==> config.mk <==
export PLATFORM = sky130hd
export DESIGN_NAME = cen_uart
export DESIGN_NICKNAME = d
export VERILOG_FILES = /design/src/rtl/cen_uart_pkg.sv /design/src/rtl/cen_uart_rx.sv /design/src/rtl/cen_uart.sv
export SDC_FILE = /design/constraint.sdc
export NUM_CORES = 1
export LEC_CHECK = 0
export CAP_MARGIN = 20
export CORE_ASPECT_RATIO = 1.75
export CORE_MARGIN = 4
export CORE_UTILIZATION = 40
export CTS_CLUSTER_SIZE = 25
export DETAILED_ROUTE_END_ITERATION = 6
export GPL_ROUTABILITY_DRIVEN = 0
export PLACE_DENSITY_LB_ADDON = 0.12
export REMOVE_ABC_BUFFERS = 1
export SLEW_MARGIN = 5
export SYNTH_ARGS = -nofsm -noshare
export SYNTH_HDL_FRONTEND = slang
export SYNTH_HIERARCHICAL = 1
export SYNTH_SLANG_ARGS = --single-unit
export TNS_END_PERCENT = 50
==> constraint.sdc <==
create_clock -name clk -period 3.6 [get_ports clk]
set_clock_uncertainty 0.15 [all_clocks]
set_input_delay 0.54 -clock clk [delete_from_list [all_inputs] [get_ports clk]]
set_output_delay 0.54 -clock clk [all_outputs]
set_load 0.005 [all_outputs]
==> src/rtl/cen_uart_pkg.sv <==
// cen_uart shared constants.
// FSM state encodings used by both the rx and tx machines.
package cen_uart_pkg;

  localparam logic [1:0] ST_IDLE  = 2'd0;
  localparam logic [1:0] ST_START = 2'd1;
  localparam logic [1:0] ST_DATA  = 2'd2;
  localparam logic [1:0] ST_STOP  = 2'd3;

endpackage

==> src/rtl/cen_uart_rx.sv <==
// cen_uart receive path.
// 2-flop synchronizer and 8N1 receive FSM.
module cen_uart_rx
  import cen_uart_pkg::*;
#(
  parameter logic [4:0] UART_DIVIDER = 5'd23
) (
  input  logic       clk,
  input  logic       rst,
  input  logic       cen_i,
  input  logic       sub_tick_i,
  input  logic       rx_i,
  output logic [7:0] data_o,
  output logic       done_o,
  output logic       error_o
);

  localparam logic [5:0] HALF =
    ({1'b0, UART_DIVIDER} + 6'd1) >> 1;
  localparam logic [4:0] HALF_M1 =
    5'(HALF - 6'd1);

  logic [1:0] sync_q;
  logic       rx_s;

  logic [1:0] state_q, state_d;
  logic [4:0] cnt_q, cnt_d;
  logic [2:0] bit_q, bit_d;
  logic [7:0] shift_q, shift_d;
  logic [7:0] data_q, data_d;
  logic       done_q, done_d;
  logic       err_q, err_d;
  logic       armed_q, armed_d;

  assign rx_s = sync_q[1];

  always_comb begin
    state_d = state_q;
    cnt_d   = cnt_q;
    bit_d   = bit_q;
    shift_d = shift_q;
    data_d  = data_q;
    done_d  = 1'b0;
    err_d   = 1'b0;
    armed_d = armed_q;
    if (cen_i && rx_s)
      armed_d = 1'b1;
    unique case (state_q)
      ST_IDLE: begin
        if (cen_i && !rx_s && armed_q) begin
          state_d = ST_START;
          cnt_d   = '0;
        end
      end
      ST_START: begin
        if (sub_tick_i) begin
          if (cnt_q == HALF_M1) begin
            cnt_d   = '0;
            bit_d   = '0;
            state_d = rx_s ? ST_IDLE : ST_DATA;
          end else begin
            cnt_d = cnt_q + 5'd1;
          end
        end
      end
      ST_DATA: begin
        if (sub_tick_i) begin
          if (cnt_q == UART_DIVIDER) begin
            cnt_d   = '0;
            shift_d = {rx_s, shift_q[7:1]};
            bit_d   = bit_q + 3'd1;
            if (bit_q == 3'd7)
              state_d = ST_STOP;
          end else begin
            cnt_d = cnt_q + 5'd1;
          end
        end
      end
      ST_STOP: begin
        if (sub_tick_i) begin
          if (cnt_q == UART_DIVIDER) begin
            cnt_d   = '0;
            state_d = ST_IDLE;
            if (rx_s) begin
              data_d = shift_q;
              done_d = 1'b1;
            end else begin
              err_d   = 1'b1;
              // hold off restart until the line has recovered
              armed_d = 1'b0;
            end
          end else begin
            cnt_d = cnt_q + 5'd1;
          end
        end
      end
      default: state_d = ST_IDLE;
    endcase
  end

  always_ff @(posedge clk) begin
    if (rst) begin
      sync_q  <= 2'b11;
      state_q <= ST_IDLE;
      cnt_q   <= '0;
      bit_q   <= '0;
      shift_q <= '0;
      data_q  <= '0;
      done_q  <= 1'b0;
      err_q   <= 1'b0;
      armed_q <= 1'b0;
    end else begin
      sync_q  <= {sync_q[0], rx_i};
      state_q <= state_d;
      cnt_q   <= cnt_d;
      bit_q   <= bit_d;
      shift_q <= shift_d;
      data_q  <= data_d;
      done_q  <= done_d;
      err_q   <= err_d;
      armed_q <= armed_d;
    end
  end

  assign data_o  = data_q;
  assign done_o  = done_q;
  assign error_o = err_q;

endmodule

==> src/rtl/cen_uart.sv <==
// cen_uart: 8N1 UART advanced by a clock enable.
// Holds the prescaler and transmit FSM; receive path is a sub-module.
module cen_uart
  import cen_uart_pkg::*;
#(
  parameter logic [4:0] CLK_DIVIDER  = 5'd3,
  parameter logic [4:0] UART_DIVIDER = 5'd23
) (
  input  logic       clk,
  input  logic       rst,
  input  logic       cen,
  input  logic       uart_rx,
  output logic       uart_tx,
  output logic [7:0] rx_data,
  output logic       rx_done,
  output logic       rx_error,
  input  logic [7:0] tx_data,
  input  logic       tx_wr,
  output logic       tx_busy,
  output logic       tx_done
);

  logic [4:0] presc_q;
  logic       sub_tick;

  assign sub_tick = cen && (presc_q == CLK_DIVIDER);

  always_ff @(posedge clk) begin
    if (rst)
      presc_q <= '0;
    else if (cen)
      presc_q <= sub_tick ? 5'd0 : presc_q + 5'd1;
  end

  logic [1:0] tx_state_q, tx_state_d;
  logic [4:0] tx_cnt_q, tx_cnt_d;
  logic [2:0] tx_bit_q, tx_bit_d;
  logic [7:0] tx_shift_q, tx_shift_d;
  logic       tx_done_q, tx_done_d;
  logic       tx_line_q, tx_line_d;
  logic       tx_bit_end;

  assign tx_bit_end =
    sub_tick && (tx_cnt_q == UART_DIVIDER);

  always_comb begin
    tx_state_d = tx_state_q;
    tx_cnt_d   = tx_cnt_q;
    tx_bit_d   = tx_bit_q;
    tx_shift_d = tx_shift_q;
    tx_done_d  = 1'b0;
    if (tx_state_q != ST_IDLE && sub_tick)
      tx_cnt_d = tx_bit_end ? 5'd0 : tx_cnt_q + 5'd1;
    unique case (tx_state_q)
      ST_IDLE: begin
        // a write coincident with tx_done is dropped
        if (cen && tx_wr && !tx_done_q) begin
          tx_state_d = ST_START;
          tx_shift_d = tx_data;
          tx_cnt_d   = '0;
          tx_bit_d   = '0;
        end
      end
      ST_START: begin
        if (tx_bit_end)
          tx_state_d = ST_DATA;
      end
      ST_DATA: begin
        if (tx_bit_end) begin
          tx_shift_d = {1'b0, tx_shift_q[7:1]};
          tx_bit_d   = tx_bit_q + 3'd1;
          if (tx_bit_q == 3'd7)
            tx_state_d = ST_STOP;
        end
      end
      ST_STOP: begin
        if (tx_bit_end) begin
          tx_state_d = ST_IDLE;
          tx_done_d  = 1'b1;
        end
      end
      default: tx_state_d = ST_IDLE;
    endcase
  end

  always_comb begin
    tx_line_d = 1'b1;
    if (tx_state_d == ST_START)
      tx_line_d = 1'b0;
    else if (tx_state_d == ST_DATA)
      tx_line_d = tx_shift_d[0];
  end

  always_ff @(posedge clk) begin
    if (rst) begin
      tx_state_q <= ST_IDLE;
      tx_cnt_q   <= '0;
      tx_bit_q   <= '0;
      tx_shift_q <= '0;
      tx_done_q  <= 1'b0;
      tx_line_q  <= 1'b1;
    end else begin
      tx_state_q <= tx_state_d;
      tx_cnt_q   <= tx_cnt_d;
      tx_bit_q   <= tx_bit_d;
      tx_shift_q <= tx_shift_d;
      tx_done_q  <= tx_done_d;
      tx_line_q  <= tx_line_d;
    end
  end

  assign uart_tx = tx_line_q;
  assign tx_busy = (tx_state_q != ST_IDLE);
  assign tx_done = tx_done_q;

  cen_uart_rx #(
    .UART_DIVIDER(UART_DIVIDER)
  ) u_rx (
    .clk       (clk),
    .rst       (rst),
    .cen_i     (cen),
    .sub_tick_i(sub_tick),
    .rx_i      (uart_rx),
    .data_o    (rx_data),
    .done_o    (rx_done),
    .error_o   (rx_error)
  );

endmodule

==> run_results.csv <==
group,metric,value,unit
cells_and_area,layout-drive-gt1-share,10.96,%
setup_path,arrival,2660,ps
clock_tree,cts_tree,"built",
setup_path,cp_slowest_cell,"or4_2",
clock_tree,root_buffer,"clkbuf_8",
cells_and_area,insertedDiodeCount,0,
setup_path,crit_buf_inv,0,
worst_hold_path,hp-class,"reg2reg",
logic_synthesis,synth_area_per_cell,9.586,sq um
pwr,power_density,357.6,mW/mm^2
sta,relSlewSlack,64.01,%
global_route,grt_pass1_wl,8.949,mm
pwr,max-vdd-ir-drop,0.2454,mV
global_route,use_met2,26.48,%
setup_path,path_cells,"ha_1 > nand4bb_4 > nor2_2 > nand2_1 > or4_2 > mux2i_1 > nor2_1",
logic_synthesis,ys_types,56,
global_route,grt_use_met3,3.733,%
global_route,grt-ovfl-total,0,
clock_tree,post_cts_resize_count,0,
clock_tree,path_clk_slew,100,ps
logic_synthesis,ys_seq_area_share,43.47,%
logic_synthesis,synth_edf_count,0,
clock_tree,ctsHoldBuffers,0,
job,max-cap-violations,0,
route,postRouteAntennaNets,0,
clock_tree,cts.htree.levels,2,
logic_synthesis,netlist_area,0.002579,sq mm
route,vias,1971,
floorplanning,io_pins,26,
setup_path,cp-end-kind,"flop",
global_route,grt_pass1_vias,1959,
global_route,grtUsageTotal,14.99,%
route,routedWlPerCell,13.83,microns
setup_path,required,3660,ps
setup_path,r2r-end,"u_rx/shift_q[1]",
sta,setup_tns,0,ps
route,drt_iter0_markers,162,
route,drt-pass1-iter-count,4,
clock_tree,cts_setup_buffers,0,
setup_path,cp_max_fo,9,
logic_synthesis,yosys_most_used_dff,"dfxtp_1",
setup_path,crit_path_start_kind,"flop",
sta,period_needed,2600,ps
global_route,gr-max-usage-layer,"met2",
sta,fin_crit_sh,72.23,%
floorplanning,start_util,41.40,%
clock_tree,worstSkewPairLatency,320,ps
cells_and_area,area_growth,14.94,%
setup_path,cpLargestDelayFamily,"simple AND/OR/NAND/NOR gates",
route,wl,5.145,mm
floorplanning,dieArea,0.007846,sq mm
logic_synthesis,synthCells,269,
clock_tree,cts_buffers,5,
logic_synthesis,yosys_warnings,6,
sta,finalHoldViolCount,0,
logic_synthesis,async_reset_ff_share,0,%
route,viasPerCell,5.298,
clock_tree,clock_sinks,56,
sta,worst_pin_slew,538.4,ps
setup_path,critPathMaxStageDelay,830,ps
floorplanning,core_region_area,0.006228,sq mm
run_status,status,"finished clean",
floorplanning,num_rows,38,
sta,setup_viol,0,
sta,max_freq,0.3846,GHz
global_route,antenna_found_initial,0,
cells_and_area,num-nets-final,311,
setup_path,r2r_slack,1000,ps
global_route,use_met1,16.21,%
route,drcViolationCount,0,
setup_path,worstRegToRegCells,7,
global_route,grt_max_degree,29,
place,io_buffers,25,
floorplanning,die_h,114.2,microns
setup_path,cp_num_cells,7,
sta,slew_viol_final,0,
setup_path,endpoint,"u_rx/shift_q[1]",
pwr,p_total,1.060,mW
clock_tree,clock_path_buffers,2,
place,dp_hpwl,3.692,mm
sta,rsz0062_at_grt,"no",
logic_synthesis,synth-seq-cells,56,
floorplanning,chipWidth,68.70,microns
setup_path,worstSetupPathType,"reg2reg",
setup_path,r2r-start,"presc_q[0]",
cells_and_area,n_fill_cell,616,
setup_path,cp-startpoint,"presc_q[0]",
pwr,leakage,1.152,nW
## cell usage after synthesis (3+ instances only)
master     instances  share of area (%)
ha_1               7                3.4
nor2b_1            3               0.73
xor2_1             6                2.0
nor3_1             5               0.97
nand2b_1           5                1.2
inv_1              3               0.44
a21oi_1           17                3.3
o21ai_0            9                1.7
o2bb2ai_1          3                1.0
nand2_1           15                2.2
nand3_1            5               0.97
clkbuf_1           7                1.0
a31oi_1            3               0.73
mux2i_1           21                8.2
dfxtp_1           56                 43
nand4_1            7                1.7
buf_4              4                1.2
nor2_1            37                5.4
nor3b_1            3               0.87
nand3b_1           3               0.87
or2_2              3               0.73
a22oi_1            6                1.7
## per-layer routing
layer / routed length (microns) / up-vias
li1: - / 1009
met1: 2109 / 924
met2: 2782 / 33
met3: 159 / 5
met4: 94 / 0
met5: 0 / -
## worst register-to-register path: cells and delay by family (launching register included)
family	cells	cell delay (ps)
fa+ha+maj	1	370
flops	1	390
mux	1	230
simple gates	5	1350
## sequential cells by signal, summed over array words and instances, names as in the netlist, named ones only
signal	cells
u_rx/sync_q	2
tx_done	1
uart_tx	1
tx_bit_q	3
tx_state_q	2
u_rx/done_o	1
u_rx/error_o	1
u_rx/bit_q	3
tx_shift_q	8
tx_cnt_q	5
u_rx/state_q	1
u_rx/armed_q	1
u_rx/data_o	8
presc_q	5
u_rx/cnt_q	5
u_rx/shift_q	8
## per-stage QoR
| stage | util, % | worst slack, ps | hold WS (ps) | cell area [sq um] | std cells |
|---|---|---|---|---|---|
| 2_1_floorplan | - | 1020 | 239.5 | 2490 | 254 |
| 3_3_place_gp | 46.12 | 724.8 | 252.1 | 2873 | 364 |
| 3_5_place_dp | 46.12 | 685.7 | 259.0 | 2873 | 364 |
| 4_1_cts | 47.59 | 992.6 | 287.9 | 2964 | 372 |
| 5_1_grt | 47.59 | 821.5 | 310.1 | 2964 | 372 |
| 6_report | 47.59 | 999.8 | 275.9 | 2964 | 372 |
## cell usage in the layout, fill, tap and decap left out, types with 5 or more instances in the layout
cell type / count
ha_1: 7
clkbuf_8: 5
a21oi_1: 17
mux2i_1: 21
nor3_1: 5
nor2_1: 37
xor2_1: 6
nand2_1: 15
buf_4: 5
nand2b_1: 5
o21ai_0: 9
clkdlybuf4s50_1: 24
a22oi_1: 6
nand3_1: 5
nand4_1: 7
dfxtp_1: 56
## report_power, final
part / total, mW / internal, mW / switching, mW
registers: 0.638 / 0.629 / 0.00858
logic: 0.0637 / 0.0305 / 0.0332
clock network: 0.358 / 0.140 / 0.218
total: 1.06 / 0.800 / 0.260
## worst min path at each step
| stage | start | endpoint | slack (ps) | depth (start not counted) |
|---|---|---|---|---|
| 3_5_place_dp | u_rx/sync_q[0] | u_rx/sync_q[1] | 260 | 1 |
| 3_3_place_gp | u_rx/sync_q[0] | u_rx/sync_q[1] | 250 | 1 |
| 5_1_grt | u_rx/sync_q[0] | u_rx/sync_q[1] | 310 | 1 |
| 2_1_floorplan | u_rx/sync_q[0] | u_rx/sync_q[1] | 240 | 1 |
| 4_1_cts | u_rx/sync_q[0] | u_rx/sync_q[1] | 290 | 1 |
| 6_report | u_rx/sync_q[0] | u_rx/sync_q[1] | 280 | 1 |
## area by class of cell
| cell class | count | area, sq um | area share [%] |
|---|---|---|---|
| clock buffers | 5 | 68.82 | 2.322 |
| clock inverters | 3 | 22.52 | 0.7598 |
| inverters | 3 | 11.26 | 0.3799 |
| multi-input cells | 195 | 1358 | 45.80 |
| flip-flops and latches | 56 | 1121 | 37.82 |
| well taps | 80 | 100.1 | 3.377 |
| repair buffers | 30 | 282.8 | 9.540 |
## cells by family after synthesis
logic type	after synthesis	share of synthesized area [%]
xor+xnor	8	2.717
simple gates	107	25.08
compound gates	52	13.30
buf+inv	18	3.882
fa+ha+maj	7	3.396
flops	56	43.47
mux	21	8.151
(Power assumes the default switching activity.)
